**src/rtl/grey_pkg.sv**
```systemverilog
// Ring-grey digit code table and conversion helpers shared by the digit counter
// and the 7-segment decoder stage.
package grey_pkg;

    localparam logic [4:0] G_ZERO  = 5'b10001;
    localparam logic [4:0] G_ONE   = 5'b00001;
    localparam logic [4:0] G_TWO   = 5'b00011;
    localparam logic [4:0] G_THREE = 5'b00010;
    localparam logic [4:0] G_FOUR  = 5'b00110;
    localparam logic [4:0] G_FIVE  = 5'b00100;
    localparam logic [4:0] G_SIX   = 5'b01100;
    localparam logic [4:0] G_SEVEN = 5'b01000;
    localparam logic [4:0] G_EIGHT = 5'b11000;
    localparam logic [4:0] G_NINE  = 5'b10000;
    localparam logic [4:0] G_DP    = 5'b10101;

    function automatic logic [4:0] f_digit2grey(input logic [3:0] digit);
        case (digit)
            4'd0:    return G_ZERO;
            4'd1:    return G_ONE;
            4'd2:    return G_TWO;
            4'd3:    return G_THREE;
            4'd4:    return G_FOUR;
            4'd5:    return G_FIVE;
            4'd6:    return G_SIX;
            4'd7:    return G_SEVEN;
            4'd8:    return G_EIGHT;
            4'd9:    return G_NINE;
            default: return G_ZERO;
        endcase
    endfunction

    function automatic logic [3:0] f_grey2digit(input logic [4:0] code);
        case (code)
            G_ONE:   return 4'd1;
            G_TWO:   return 4'd2;
            G_THREE: return 4'd3;
            G_FOUR:  return 4'd4;
            G_FIVE:  return 4'd5;
            G_SIX:   return 4'd6;
            G_SEVEN: return 4'd7;
            G_EIGHT: return 4'd8;
            G_NINE:  return 4'd9;
            default: return 4'd0;
        endcase
    endfunction

    function automatic logic f_grey_legal(input logic [4:0] code);
        case (code)
            G_ZERO, G_ONE, G_TWO, G_THREE, G_FOUR,
            G_FIVE, G_SIX, G_SEVEN, G_EIGHT, G_NINE: return 1'b1;
            default:                                 return 1'b0;
        endcase
    endfunction

    // Neighbour in the ring: walks the code table so each move flips one bit.
    function automatic logic [4:0] f_grey_step(input logic [4:0] code, input logic up);
        case (code)
            G_ZERO:  return up ? G_ONE   : G_NINE;
            G_ONE:   return up ? G_TWO   : G_ZERO;
            G_TWO:   return up ? G_THREE : G_ONE;
            G_THREE: return up ? G_FOUR  : G_TWO;
            G_FOUR:  return up ? G_FIVE  : G_THREE;
            G_FIVE:  return up ? G_SIX   : G_FOUR;
            G_SIX:   return up ? G_SEVEN : G_FIVE;
            G_SEVEN: return up ? G_EIGHT : G_SIX;
            G_EIGHT: return up ? G_NINE  : G_SEVEN;
            G_NINE:  return up ? G_ZERO  : G_EIGHT;
            default: return G_ZERO;
        endcase
    endfunction

endpackage

```
**src/rtl/grey_digit_counter_tick_divider.sv**
```systemverilog
// Prescaler: emits one step per P_DIV enabled cycles; holds while disabled.
module tick_divider #(
    parameter int P_DIV  = 4,
    parameter int P_DIVW = 16
) (
    input  logic i_clk,
    input  logic i_rst,
    input  logic i_en,
    input  logic i_clr,
    output logic o_step
);

    localparam logic [P_DIVW-1:0] LAST = P_DIVW'(P_DIV - 1);

    logic [P_DIVW-1:0] r_cnt;

    always_ff @(posedge i_clk) begin
        if (i_rst || i_clr)
            r_cnt <= '0;
        else if (i_en)
            r_cnt <= (r_cnt == LAST) ? '0 : r_cnt + P_DIVW'(1);
    end

    // With P_DIV=1 the counter never leaves 0, so the step follows the enable.
    assign o_step = i_en && (r_cnt == LAST);

endmodule

```
**src/rtl/grey_digit_counter.sv**
```systemverilog
// Single decimal digit held in ring-grey code, stepped up/down by a prescaled
// enable, with parallel load, illegal-code recovery and a decimal-point override.
module grey_digit_counter
    import grey_pkg::*;
#(
    parameter int P_DIV  = 4,
    parameter int P_DIVW = 16
) (
    input  logic       i_clk,
    input  logic       i_rst,
    input  logic       i_en,
    input  logic       i_up,
    input  logic       i_load,
    input  logic [3:0] i_load_digit,
    input  logic       i_dp,
    output logic [4:0] o_grey,
    output logic [3:0] o_digit,
    output logic       o_wrap,
    output logic       o_err
);

    logic [4:0] r_code, code_nxt;
    logic       r_dp, r_wrap, r_err;
    logic       wrap_nxt, err_nxt;
    logic       step;

    tick_divider #(
        .P_DIV  (P_DIV),
        .P_DIVW (P_DIVW)
    ) u_div (
        .i_clk  (i_clk),
        .i_rst  (i_rst),
        .i_en   (i_en),
        .i_clr  (i_load),
        .o_step (step)
    );

    // Load beats recovery and step; an illegal code recovers before any step.
    always_comb begin
        code_nxt = r_code;
        wrap_nxt = 1'b0;
        err_nxt  = 1'b0;
        if (i_load) begin
            code_nxt = f_digit2grey(i_load_digit);
            err_nxt  = (i_load_digit > 4'd9);
        end else if (!f_grey_legal(r_code)) begin
            code_nxt = G_ZERO;
            err_nxt  = 1'b1;
        end else if (step) begin
            code_nxt = f_grey_step(r_code, i_up);
            wrap_nxt = i_up ? (r_code == G_NINE) : (r_code == G_ZERO);
        end
    end

    always_ff @(posedge i_clk) begin
        if (i_rst) begin
            r_code <= G_ZERO;
            r_dp   <= 1'b0;
            r_wrap <= 1'b0;
            r_err  <= 1'b0;
        end else begin
            r_code <= code_nxt;
            r_dp   <= i_dp;
            r_wrap <= wrap_nxt;
            r_err  <= err_nxt;
        end
    end

    assign o_grey  = r_dp ? G_DP : r_code;
    assign o_digit = f_grey2digit(r_code);
    assign o_wrap  = r_wrap;
    assign o_err   = r_err;

endmodule

```
**config.mk**
```make
export PLATFORM = sky130hd
export DESIGN_NAME = grey_digit_counter
export DESIGN_NICKNAME = d
export VERILOG_FILES = /design/src/rtl/grey_pkg.sv /design/src/rtl/grey_digit_counter_tick_divider.sv /design/src/rtl/grey_digit_counter.sv
export SDC_FILE = /design/constraint.sdc
export NUM_CORES = 1
export LEC_CHECK = 0
export CAP_MARGIN = 30
export CORE_MARGIN = 2
export CORE_UTILIZATION = 50
export CTS_BUF_LIST = sky130_fd_sc_hd__clkbuf_2
export DETAILED_ROUTE_END_ITERATION = 10
export DONT_BUFFER_PORTS = 1
export HOLD_SLACK_MARGIN = 0.08
export PLACE_DENSITY = 0.71
export SLEW_MARGIN = 0
export SYNTH_ARGS = -nofsm -noshare
export SYNTH_HDL_FRONTEND = slang
export SYNTH_SLANG_ARGS = --single-unit
```
**constraint.sdc**
```tcl
create_clock -name i_clk -period 7.7 [get_ports i_clk]
set_input_delay 1.925 -clock i_clk [delete_from_list [all_inputs] [get_ports i_clk]]
set_output_delay 1.925 -clock i_clk [all_outputs]
set_load 0.1 [all_outputs]
```
### Word level (Yosys, flattened, before mapping)

Memories as Yosys holds them, arrays and structs flattened. A register that Yosys moved wholly into a read port is not among the register bits.
Cells that the tools add are included.

* muxes and demuxes: 24
* add/sub/neg operators: 1
* eq/ne operators: 12
* reduce and logical (&&, ||, !) cells: 3
* magnitude comparators: 1
* bitwise logic cells: 2

Operator list (count)
* $mux W5: 12
* $pmux W5 S10: 1
* $add A16 B1 Y16 const B: 1
* $eq A16 B2 Y1 const B: 1
* $mux W16: 1
* $eq A5 B5 Y1 const B: 3
* $mux W4: 3
* $eq A5 B2 Y1 const B: 2
* $eq A5 B3 Y1 const B: 2
* $eq A5 B4 Y1 const B: 2
* $mux W3: 2
* $eq A5 B1 Y1 const B: 1
* $gt A4 B4 Y1 const B: 1
* $mux W1: 4
* $reduce_or A4 Y1: 1
* $ne A3 B3 Y1 const B: 1
* $mux W2: 1
* $not A1 Y1: 2
* $logic_and A1 B1 Y1: 1
* $logic_or A1 B1 Y1: 1

* memories kept: 3
* bits of input ports: 10
* flip-flop bits (word level): 24
* bits in read-only memories: 240

Memory list
* (name not given): depth 32, bits a word 4, rd ports 1, clocked after memory_dff 1, write ports 0, RTL line grey_pkg.sv:34 `case (code)`
* (name not given): depth 16, bits a word 5, rd ports 1, clocked after memory_dff 0, write ports 0, RTL line grey_pkg.sv:18 `case (digit)`
* (name not given): depth 32, bits a word 1, rd ports 1, clocked after memory_dff 1, write ports 0, RTL line grey_pkg.sv:49 `case (code)`

### Logic depth before layout (Yosys ltp)

* word-level depth: 7
* depth in mapped cells: 11
* mapped depth without buffers: 11

### Modules after synthesis

A second synthesis with hierarchy kept.

* cell total of the unflattened synthesis: 206
* area, all modules: 1714.1 um^2

Modules (own cells, without submodules)
* grey_digit_counter: times used 1, area each 968.4 um^2, seq. area each 260.2 um^2, cells each 121
* tick_divider: times used 1, area each 745.7 um^2, seq. area each 320.3 um^2, cells each 85

### Worst setup path before layout

OpenSTA, ideal clock, no wires.

* path type: input-to-reg
* start point: input port i_up
* end point: register with a tool-made name
* library setup time: 0.130 ns
* stages on the path: 11
* data arrival time: 4.011 ns
* slack: 3.559 ns
* data required time: 7.570 ns
* cell sequence: buf_6 mux2_4 or4_1 or3_4 a311oi_4 inv_2 ha_1 inv_1 a211o_1 o31a_1 o211ai_1

RTL lines
* start, declared: RTL line grey_digit_counter.sv:12 `input logic i_up,`

==> flow_summary_export.csv <==
group,metric,value,unit
status,status,"completed",
placed_design,gp_congestion,0.890,
finish,nFillCells,303,
clock_network,root_buffer,"clkbuf_2",
setup_path,cp.required,7.93,ns
global_route,grt_pass1_wl,5.49,mm
timing,hold_viol_final,0,
finish,fin_area,0.00173,mm^2
drt,drt_first_iter_violations,167,
timing,setup_violations,0,
placed_design,post-dp-hpwl,2.57,mm
placed_design,postPlaceCellArea,0.00169,mm^2
yosys,syn_nets,208,
drt,drc,0,
finish,layout-drive-gt1-share,12.8,%
timing,period_share,49.4,%
floorplanning,pin_count,21,
timing,period_minus_slack,3.80,ns
floorplanning,core_area,0.00310,mm^2
finish,multi_input_area,991,um^2
floorplanning,row_count,20,
global_route,grt_pass1_vias,1309,
clock_network,clk_latency,0.34,ns
clock_network,cts_resized,0,
drt,drt-pass1-iter-count,4,
timing,slew_viol_final,0,
timing,fin_worst_skew,0.0228,ns
global_route,grt_usage,19.8,%
clock_network,postCtsSetupBuffers,0,
setup_path,crit_type,"input pin to register",
timing,setup_tns,0,ns
timing,clock.fmax,0.263,GHz
drt,wl_per_cell,14.2,um
clock_network,clockBufferDepth,2,
floorplanning,die_h,61.4,um
finish,syn2layout_area_growth,4.86,%
pwr,ir_drop,0.000109,V
drt,ant_nets,0,
timing,rsz0062_at_grt,"false",
pwr,power_density,236,mW/mm^2
setup_path,critPathMaxFanout,6,
drt,viasPerCell,5.93,
timing,relSlewSlack,36.4,%
drt,routed_wl,3.38,mm
clock_network,cts_hold_buf,0,
global_route,antenna_found_initial,0,
yosys,synth_cell_type_count,49,
clock_network,tritoncts,"built",
finish,seq_area,581,um^2
setup_path,start_kind,"input pin",
setup_path,crit_arrival,4.03,ns
global_route,gr-total-overflow,0,
floorplanning,die_area,0.00377,mm^2
worst_hold_path,holdCritPathClass,"register to register",
clock_network,numCtsBuffers,5,
drt,vias,1417,
clock_network,clk_pin_slew,0.13,ns
flow_run,drv_cap,0,
yosys,syn_area,0.00165,mm^2
yosys,yosys_warnings,0,
yosys,yosysSeqAreaShare,35.2,%
yosys,postSynthCellCount,195,
finish,finish.utilization,55.7,%
finish,nets,208,
yosys,ys_ff_latch,29,
global_route,grt_max_degree,17,
setup_path,end_kind,"register",
placed_design,io_buffer_count,0,
floorplanning,die-width,61.4,um
yosys,syn_area_per_cell,8.45,um^2
finish,antennaDiodeCount,0,
timing,worst_pin_slew,0.953,ns
pwr,power.leakage,0.586,nW
clock_network,clock_sinks,29,
clock_network,cts.htree.levels,2,
pwr,total_power,0.000408,W
floorplanning,start_util,53.1,%
==> kinds of logic after synthesis <==
family | after synthesis | synth area share [%]
simple gates | 89 | 29.2
compound gates | 33 | 15.3
flops | 29 | 35.2
buf+inv | 19 | 4.94
xor+xnor | 14 | 7.44
mux | 8 | 5.54
fa+ha+maj | 3 | 2.28
==> cells in the final DEF (no fill, tap or decap), drive strengths merged, types with 6 or more instances in the layout <==
master	Yosys	final
nand4	13	13
o21ai	8	8
nor2	24	24
xor2	10	10
clkbuf	6	6
or3	6	6
inv	10	10
dfxtp	29	29
nand2	10	10
mux2	6	6
nor3	9	9
==> state kept, by name, indices dropped and copies added, names as in the netlist, named ones only <==
register / count
o_err: 1
u_div.r_cnt: 16
o_wrap: 1
o_digit: 4
r_code: 5
r_dp: 1
==> critical path, cell delays in order <==
cell and delay (ns):
mux2_4 0.27, or4_1 0.40, or3_4 0.35, a311oi_4 0.31, inv_2 0.09, ha_1 0.22
inv_1 0.10, a211o_1 0.12, o31a_1 0.16, o211ai_1 0.08
==> per-layer routing <==
layer	share of wire [%]	GRT usage, %
met4	1.4	7.60
met1	42	22.0
met5	0	0
met2	52	35.3
met3	5.0	6.09
==> per-stage QoR <==
| stage | cells | hold WS (ns) | setup WS [ns] |
|---|---|---|---|
| 2_1_floorplan | 195 | 0.471 | 3.56 |
| 3_3_place_gp | 230 | 0.487 | 3.60 |
| 3_5_place_dp | 232 | 0.500 | 3.56 |
| 4_1_cts | 239 | 0.520 | 3.92 |
| 5_1_grt | 239 | 0.576 | 3.84 |
| 6_report | 239 | 0.533 | 3.90 |
==> final timing paths <==
kind / from / to / slack (ns) / cells past startpoint
worst min register to register: u_div.r_cnt[10]$_SDFFE_PP0P_ / u_div.r_cnt[10]$_SDFFE_PP0P_ / 0.53 / 2
worst max-delay path: i_up / register / 3.90 / 10
worst min-delay path: u_div.r_cnt[10]$_SDFFE_PP0P_ / u_div.r_cnt[10]$_SDFFE_PP0P_ / 0.53 / 2
worst max register to register: u_div.r_cnt[0]$_SDFFE_PP0P_ / register / 4.92 / 11
==> cell type report <==
class	count	share of cell area, %
inverters	10	2.17
flip-flops and latches	29	33.6
clock inverters	1	0.217
repair buffers	2	1.74
multi-input cells	147	57.3
well taps	44	3.19
clock buffers	6	1.74
==> where the power goes <==
group          internal (W)  switching (W)
logic             0.0000436      0.0000801
registers          0.000163      0.0000546
clock network     0.0000212      0.0000460
total              0.000228       0.000181
==> synthesized netlist by cell type (all sizes together) <==
master	count	area, um^2
clkbuf	6	22.5
o311ai	2	17.5
nand4	13	81.3
o211ai	2	15.0
mux2	6	71.3
o21ai	8	40.0
o221ai	1	15.0
nor4bb	1	10.0
buf	3	21.3
o22ai	2	12.5
and4	3	26.3
xor2	10	87.6
a21oi	4	20.0
o31a	1	8.76
mux2i	2	20.0
a31oi	2	12.5
o2111ai	1	15.0
nand3	3	15.0
nor3	9	45.0
nor3b	1	7.51
nor4	5	31.3
a311oi	1	26.3
and2	1	6.26
or4	2	15.0
nor2	24	90.1
nand2	10	37.5
xnor2	4	35.0
or4b	1	10.0
a41oi	1	8.76
nand3b	1	7.51
a21o	1	7.51
nand2b	1	6.26
a21boi	1	7.51
ha	3	37.5
dfxtp	29	581
inv	10	37.5
or3	6	42.5
o31ai	4	30.0
o21a	1	7.51
nor2b	5	31.3
a211o	1	8.76
or2	3	18.8
Power figures use the tool's default switching activity.
